## src/rtl/baud_rate_gen.sv

```systemverilog
// ---------------------------------------------------------------------------
// baud_rate_gen
//
// Free-running tick generator for the UART oversampling logic. Divides i_clk
// by NCYCLES_PER_TICK and emits a one-clock strobe on o_tick once per period.
// The default of 163 at 50 MHz gives roughly 19200 baud x16.
//
// Parameters
//   NCYCLES_PER_TICK : clock cycles per tick period, legal range >= 2
//
// Ports
//   i_clk    : system clock, all logic on the rising edge
//   i_reset  : synchronous, active-high reset (counter restarts from 0)
//   i_enable : (only with BAUD_RATE_GEN_ENABLE_EN) 0 freezes the counter
//              and forces o_tick low; reset still wins over it
//   o_tick   : tick strobe, high for exactly one clock per period
//
// Configuration macro
//   BAUD_RATE_GEN_ENABLE_EN : when defined, adds the i_enable port after
//                             i_reset. When undefined the counter free-runs.
//
// o_tick is decoded combinationally from the counter register so the first
// tick lands exactly N-1 edges after reset release with no extra latency.
// ---------------------------------------------------------------------------
module baud_rate_gen #(
  parameter int NCYCLES_PER_TICK = 163
) (
  input  logic i_clk,
  input  logic i_reset,
`ifdef BAUD_RATE_GEN_ENABLE_EN
  input  logic i_enable,
`endif
  output logic o_tick
);

  // Width guard only matters for illegal values, which are rejected below.
  localparam int CNT_W = (NCYCLES_PER_TICK < 2) ? 1 : $clog2(NCYCLES_PER_TICK);

  localparam logic [CNT_W-1:0] CNT_ZERO = CNT_W'(0);
  localparam logic [CNT_W-1:0] CNT_ONE  = CNT_W'(1);
  localparam logic [CNT_W-1:0] CNT_MAX  = CNT_W'(NCYCLES_PER_TICK - 1);

  generate
    if (NCYCLES_PER_TICK < 2) begin : g_bad_divider
      $error("baud_rate_gen: NCYCLES_PER_TICK must be >= 2");
    end
  endgenerate

  logic [CNT_W-1:0] cnt_q;
  logic [CNT_W-1:0] cnt_d;
  logic             en_s;
  logic             at_max_s;

`ifdef BAUD_RATE_GEN_ENABLE_EN
  assign en_s = i_enable;
`else
  assign en_s = 1'b1;
`endif

  assign at_max_s = (cnt_q == CNT_MAX);

  // Next-count logic: wrap at the terminal count, hold while disabled.
  always_comb begin
    cnt_d = cnt_q;
    if (en_s) begin
      if (at_max_s) begin
        cnt_d = CNT_ZERO;
      end else begin
        cnt_d = cnt_q + CNT_ONE;
      end
    end else begin
      cnt_d = cnt_q;
    end
  end

  // Counter register; reset has priority over wrap and enable.
  always_ff @(posedge i_clk) begin
    if (i_reset) begin
      cnt_q <= CNT_ZERO;
    end else begin
      cnt_q <= cnt_d;
    end
  end

  // Tick decode straight off the register; gated low while disabled.
  always_comb begin
    o_tick = 1'b0;
    if (en_s) begin
      o_tick = at_max_s;
    end else begin
      o_tick = 1'b0;
    end
  end

endmodule

```

## config.mk

```make
export PLATFORM = sky130hd
export DESIGN_NAME = baud_rate_gen
export DESIGN_NICKNAME = d
export VERILOG_FILES = /design/src/rtl/baud_rate_gen.sv
export SDC_FILE = /design/constraint.sdc
export NUM_CORES = 1
export LEC_CHECK = 0
export CORE_AREA = 2 2 39 41
export DETAILED_ROUTE_END_ITERATION = 6
export DIE_AREA = 0 0 41 43
export SYNTH_ARGS = -nofsm -noshare
export SYNTH_HDL_FRONTEND = slang
export SYNTH_SLANG_ARGS = --single-unit
```

## constraint.sdc

```tcl
create_clock -name i_clk -period 1.7 [get_ports i_clk]
set_clock_uncertainty 0.2 [all_clocks]
set_input_delay 0.34 -clock i_clk [delete_from_list [all_inputs] [get_ports i_clk]]
set_output_delay 0.34 -clock i_clk [all_outputs]
set_load 0.05 [all_outputs]
```

==> impl_results.md, run 1 <==
- Status: finished with violations
- Failing checks: negative setup slack
- Root cell of the clock tree: clkbuf_4
- Ant diodes: 0
- Sequential element share of the synthesized area: 0.404
- Kind of end point of the critical path: primary output
- Dominant cells by area after synthesis: dfxtp_1 (40%), nand4bb_4 (6.9%), o41ai_4 (6.9%)
- Worst setup startpoint: cnt_q[1]
- Worst EP arrival: roughly 1300 ps
- Accumulated negative setup slack: -118 ps
- Row count: 14
- Number of sinks driven by the clock tree: 8
- Total number of vias: about 300
- Cell count after placement: between 60 and 70
- Largest reg by FF count: cnt_q
- Hold path startpoint: cnt_q[5]
- Core box area: 1380 um^2
- Maximum Capacitance Violations: 0
- Global-route wire length before repair: between 1000 and 1500 um
- Worst hold path class: reg -> reg
- Final-layout fill cell count: roughly 130
- Post-Layout Cell Count: 64
- Leftover overflow at the end of global routing: 0
- Die Footprint: between 1500 and 2000 um^2
- Leading cell type in the layout, fill and taps excluded: dfxtp_1
- Final weighted congestion in routability-driven placement: between 0.7 and 0.8
- Total power draw: roughly 0.00038 W
- Total of warnings raised by yosys: 0
- Worst-Margin Slew: 382 ps
- Number of H-tree levels: 1
- Storage cell area: roughly 160 um^2
- Areal power density over the cells: around 750 nW/um^2
- Post-synthesis cell count: 41
- Cts bufs inserted: 3
- Endpoint required time on the critical path: between 1000 and 1500 ps
- Minimum clock period: 1820 ps
- Clock latency reported for the late side of the worst-skew pair: between 200 and 300 ps
- CTS max path bufs: 2
- Count of distinct cell types in the synthesized netlist: 16
- Headroom to the max-slew limit: 0.745
- Die Span X: about 40 um
- Number of antenna-violating nets in the routed design: 0
- Biggest registers after layout: cnt_q x8
- Part of the cycle the worst path needs: 1.07
- Starting density of the core: 0.287
- Area of the mapped netlist: ~400 um^2
- Residual DRC: 0
- Setup repair after global routing missed its margin: yes
- Reg-to-reg setup timing slack: roughly 120 ps
- Number of max-slew violations in the final report: 0
- Number of setup violations in the final report: 1
- Final hold violation count: 0
- Estimated wirelength of the detail-placed design: roughly 520 um
- Number of primary I/O pins: 3
- Total Nets Final: 54
- Largest net degree at the start of global routing: 9
- Post-synthesis to final-layout area growth: 28.4%
- Commonest cells after routing, fill and taps aside: dfxtp_1 (7), nor2_1 (5), nand3_1 (4)
- Number of global-route vias before repair: between 200 and 300
- Mean Syn Cell Area: approximately 9.7 um^2
- Worst hold slack across all endpoints: 303 ps
- Number of cells on the worst reg-to-reg path: 3
- 1st-iter DRT viols: 1
- Routed wire per std cell: about 11 um
- Ratio of routed vias to standard cells: 4.83
- Post-synth net total: 45
- Worst setup margin: -118 ps
- Total detailed-routing wirelength: around 690 um
- Post-route design area: 509 um^2
- Share of the synthesized area in the top cell type: 0.404
- Total Routing Usage GR: 0.0979
- End point of the critical path: o_tick
- Synthesis-stage register bit count: 8
- Peak fanout along the critical path: 2
- Maximum vdd ir drop: approximately 320 uV
- Startpoint Class: flop
- Static Leak: about 0.17 nW
- Worst R2R End: cnt_q[7]
- IO Port Bufs: 2
- Drt first pass iters: 2
- Die Ht: approximately 43 um
- TritonCTS clock tree: built
- Number of antenna violations at the first check in global routing: 0
- Maximum clock frequency: between 500 and 600 MHz
- Clock transition at path regs: roughly 50 ps
- Area of combinational cells with multiple inputs: 238 um^2
- Critical setup path kind: reg -> out
- Proportion of layout cells with a drive suffix above 1: 0.271
- Worst reg2reg path startpoint: cnt_q[2]
- Largest register FFs: 8
- Cell taking the most area after synthesis: dfxtp_1
- Cell area after placement: 473 um^2
## metrics by stage
stage | setup slack (ps) | util
after floorplan | -101 | -
after global placement | 117 | 0.342
after detailed placement | 92.8 | 0.342
after CTS | -175 | 0.360
after global routing | -193 | 0.368
final | -118 | 0.368
## worst max-delay path, cell delays in order (launching register included)
cell and delay [ps]:
dfxtp_1 360, ha_4 150, nand4bb_4 140, nor4_4 200
buf_12 170
## worst min-delay path by stage
stage / to / slack, ps / cells past startpoint
finish: cnt_q[5] / 300 / 2
global route: cnt_q[5] / 340 / 2
CTS: cnt_q[5] / 310 / 2
detailed placement: cnt_q[5] / 300 / 2
global placement: cnt_q[5] / 290 / 2
floorplan: cnt_q[0] / 250 / 1
## logic make-up (layout without fill, tap and decap cells)
kind of cell | count (synthesis) | count (layout) | synth area share
AND/OR/NAND/NOR | 16 | 16 | 0.256
buffers and inverters | 5 | 12 | 0.0662
AO/OA/AOI/OAI | 7 | 7 | 0.145
XOR/XNOR | 3 | 3 | 0.0663
adder cells (fa/ha/maj) | 2 | 2 | 0.0631
flip-flops | 8 | 8 | 0.404
## cell usage after synthesis
| cell | n |
|---|---|
| xnor2_1 | 1 |
| nand4bb_4 | 1 |
| ha_1 | 2 |
| o21ai_0 | 3 |
| or3_1 | 3 |
| nand3_1 | 4 |
| buf_6 | 1 |
| a21oi_1 | 3 |
| inv_1 | 4 |
| nand4_1 | 1 |
| o41ai_4 | 1 |
| nor4_1 | 1 |
| dfxtp_1 | 8 |
| xor2_1 | 2 |
| nor2_1 | 5 |
| nand2_1 | 1 |
## power breakdown
part	internal [W]	leakage, nW	switching (W)
logic	0.0000198	0.0862	0.0000173
registers	0.000194	0.0652	0.00000830
clock network	0.0000806	0.0138	0.0000622
total	0.000295	0.165	0.0000878
## timing repair
item | 4_1_cts | 5_1_grt
pin swaps | 0 | 0
resized for setup | 1 | 3
hold buffers | 0 | 0
endpoints found under the setup margin | 1 | 1
setup buffers | 0 | 0
## per-layer routing
metal  GRT usage  vias up  part of all wire
li1            -      159                 -
met1       0.127      144              0.44
met2       0.134        4              0.52
met3      0.0157        2             0.029
met4      0.0800        0            0.0088
met5           0        -                 0
## area by class of cell
class / count / area share
sequential: 8 / 0.317
inverter: 4 / 0.0295
clock buffer: 3 / 0.0442
timing repair buffer: 5 / 0.103
multi-input combinational: 28 / 0.467
tap: 16 / 0.0393
Power figures use the tool's default switching activity.
==> run 2: changes to the inputs <==
Settings changed: MAX_ROUTING_LAYER set to met4.
==> run 2 against run 1 <==
Against the previous run: the run still ends with negative setup slack left; design area unchanged; global-route usage increased by 0.24 points; clock power about the same; first-iteration DRC count unchanged; hold slack about the same; die area unchanged; sequential share of layout area unchanged; core utilization unchanged; wire length increased by 1.8%; sequential power about the same; maximum frequency about the same; critical path type unchanged; largest power group unchanged; highest routed layer unchanged.
==> impl_results.md, run 2 (same netlist as run 1, synthesis figures left out) <==
- Largest register FFs: 8
- Cell count after placement: just over 60
- Headroom to the max-slew limit: 0.740
- Ratio of routed vias to standard cells: between 4 and 5
- Endpoint required time on the critical path: 1160 ps
- Worst hold slack across all endpoints: 304 ps
- Worst hold path class: reg -> reg
- Total Nets Final: 54
- Root cell of the clock tree: clkbuf_4
- Residual DRC: 0
- Cell-internal power: approximately 0.00029 W
- Row count: 14
- Reg-to-reg setup timing slack: around 110 ps
- Die Ht: 43 um
- Switching Power: just under 0.00009 W
- Core box area: about 1400 um^2
- Number of H-tree levels: 1
- Die Footprint: ~1800 um^2
- Commonest cells after routing, fill and taps aside: dfxtp_1 (7), nor2_1 (5), nand3_1 (4)
- Total detailed-routing wirelength: roughly 700 um
- Starting density of the core: 0.287
- Final weighted congestion in routability-driven placement: 0.744
- Instance count along the most critical hold path: 2
- Status: finished with violations
- Static Leak: 0.165 nW
- Peak fanout along the critical path: 2
- Worst setup startpoint: cnt_q[1]
- Maximum vdd ir drop: approximately 320 uV
- Leftover overflow at the end of global routing: 0
- TritonCTS clock tree: built
- Die Span X: around 40 um
- Cell area after placement: approximately 470 um^2
- Areal power density over the cells: between 700 and 800 nW/um^2
- Critical setup path kind: reg -> out
- Maximum clock frequency: roughly 550 MHz
- Global-route wire length before repair: between 1000 and 1500 um
- Startpoint Class: flop
- Worst setup margin: -118 ps
- Proportion of power drawn by flip-flops and latches: 0.530
- Ant diodes: 0
- Proportion of layout cells with a drive suffix above 1: 0.271
- Final-layout fill cell count: ~130
- Setup repair after global routing missed its margin: yes
- Number of setup violations in the final report: 1
- Hold path startpoint: cnt_q[5]
- Number of sinks driven by the clock tree: 8
- Largest net degree at the start of global routing: 9
- Post-route design area: ~510 um^2
- Leading cell type in the layout, fill and taps excluded: dfxtp_1
- Worst-Margin Slew: 390 ps
- Fraction of power spent switching nets: 0.229
- Number of max-slew violations in the final report: 0
- Post-synthesis to final-layout area growth: 28.4%
- Largest reg by FF count: cnt_q
- Kind of end point of the critical path: primary output
- Clock network fraction of design power: 0.373
- Number of primary I/O pins: 3
- Total Routing Usage GR: 0.100
- Drt first pass iters: 2
- Minimum clock period: roughly 1800 ps
- Estimated wirelength of the detail-placed design: about 520 um
- IO Port Bufs: 2
- CTS max path bufs: 2
- Clock transition at path regs: around 50 ps
- Routed wire per std cell: ~11 um
- Final hold violation count: 0
- Post-Layout Cell Count: 64
- Worst EP arrival: between 1000 and 1500 ps
- Biggest registers after layout: cnt_q x8
- Number of cells on the worst reg-to-reg path: 3
- Failing checks: negative setup slack
- Combinational cell fraction of total power: 0.098
- Area of combinational cells with multiple inputs: 238 um^2
- Storage cell area: around 160 um^2
- Number of global-route vias before repair: 285
- Clock latency reported for the late side of the worst-skew pair: between 200 and 300 ps
- Number of antenna-violating nets in the routed design: 0
- Total number of vias: about 300
- Part of the cycle the worst path needs: 1.07
- Maximum Capacitance Violations: 0
- Number of antenna violations at the first check in global routing: 0
- 1st-iter DRT viols: 1
- Cts bufs inserted: 3
- Worst reg2reg path startpoint: cnt_q[2]
-- run 2: cell counts in the layout (fill, tap and decap cells not counted) --
Identical to the previous run, type by type.
-- run 2: power by group through the flow --
stage               logic [W]  clock network [W]  registers [W]
finish              0.0000373           0.000142       0.000203
global route        0.0000417           0.000154       0.000203
CTS                 0.0000352           0.000149       0.000201
detailed placement  0.0000344                  0       0.000205
global placement    0.0000340                  0       0.000204
floorplan           0.0000236                  0       0.000203
-- run 2: worst max-delay path, cell delays in order, from the launching register on --
cell and delay (ps):
dfxtp_1 370, ha_4 150, nand4bb_4 140, nor4_4 200, buf_12 170
-- run 2: layout make-up --
cell class              instances  area share
flip-flops and latches          8       0.317
multi-input cells              28       0.467
repair buffers                  5       0.103
inverters                       4      0.0295
well taps                      16      0.0393
clock buffers                   3      0.0442
-- run 2: final timing paths --
check	to
min	cnt_q[5]
max	o_tick
min reg2reg	cnt_q[5]
max reg2reg	cnt_q[7]
-- run 2: routing by layer --
metal / up-vias / part of all wire / GRT usage
li1: 158 / - / -
met1: 141 / 0.46 / 0.127
met2: 4 / 0.50 / 0.134
met3: 2 / 0.029 / 0.0157
met4: 0 / 0.0086 / 0.0800
met5: - / 0 / -
-- run 2: repair_timing --
item                                    4_1_cts  5_1_grt
endpoints found under the setup margin        1        1
resized for setup                             1        3
gates cloned                                  0        0
hold buffers                                  0        0
buffers inserted                              0        0
-- run 2: through the flow --
stage                     setup WS [ps]  utilization  total power [W]  setup TNS, ps
after global routing               -193        0.368         0.000399           -193
after CTS                          -175        0.360         0.000385           -175
final                              -118        0.368         0.000382           -118
after detailed placement           92.8        0.342         0.000239              0
after floorplan                    -101            -         0.000227           -101
after global placement              117        0.342         0.000238              0
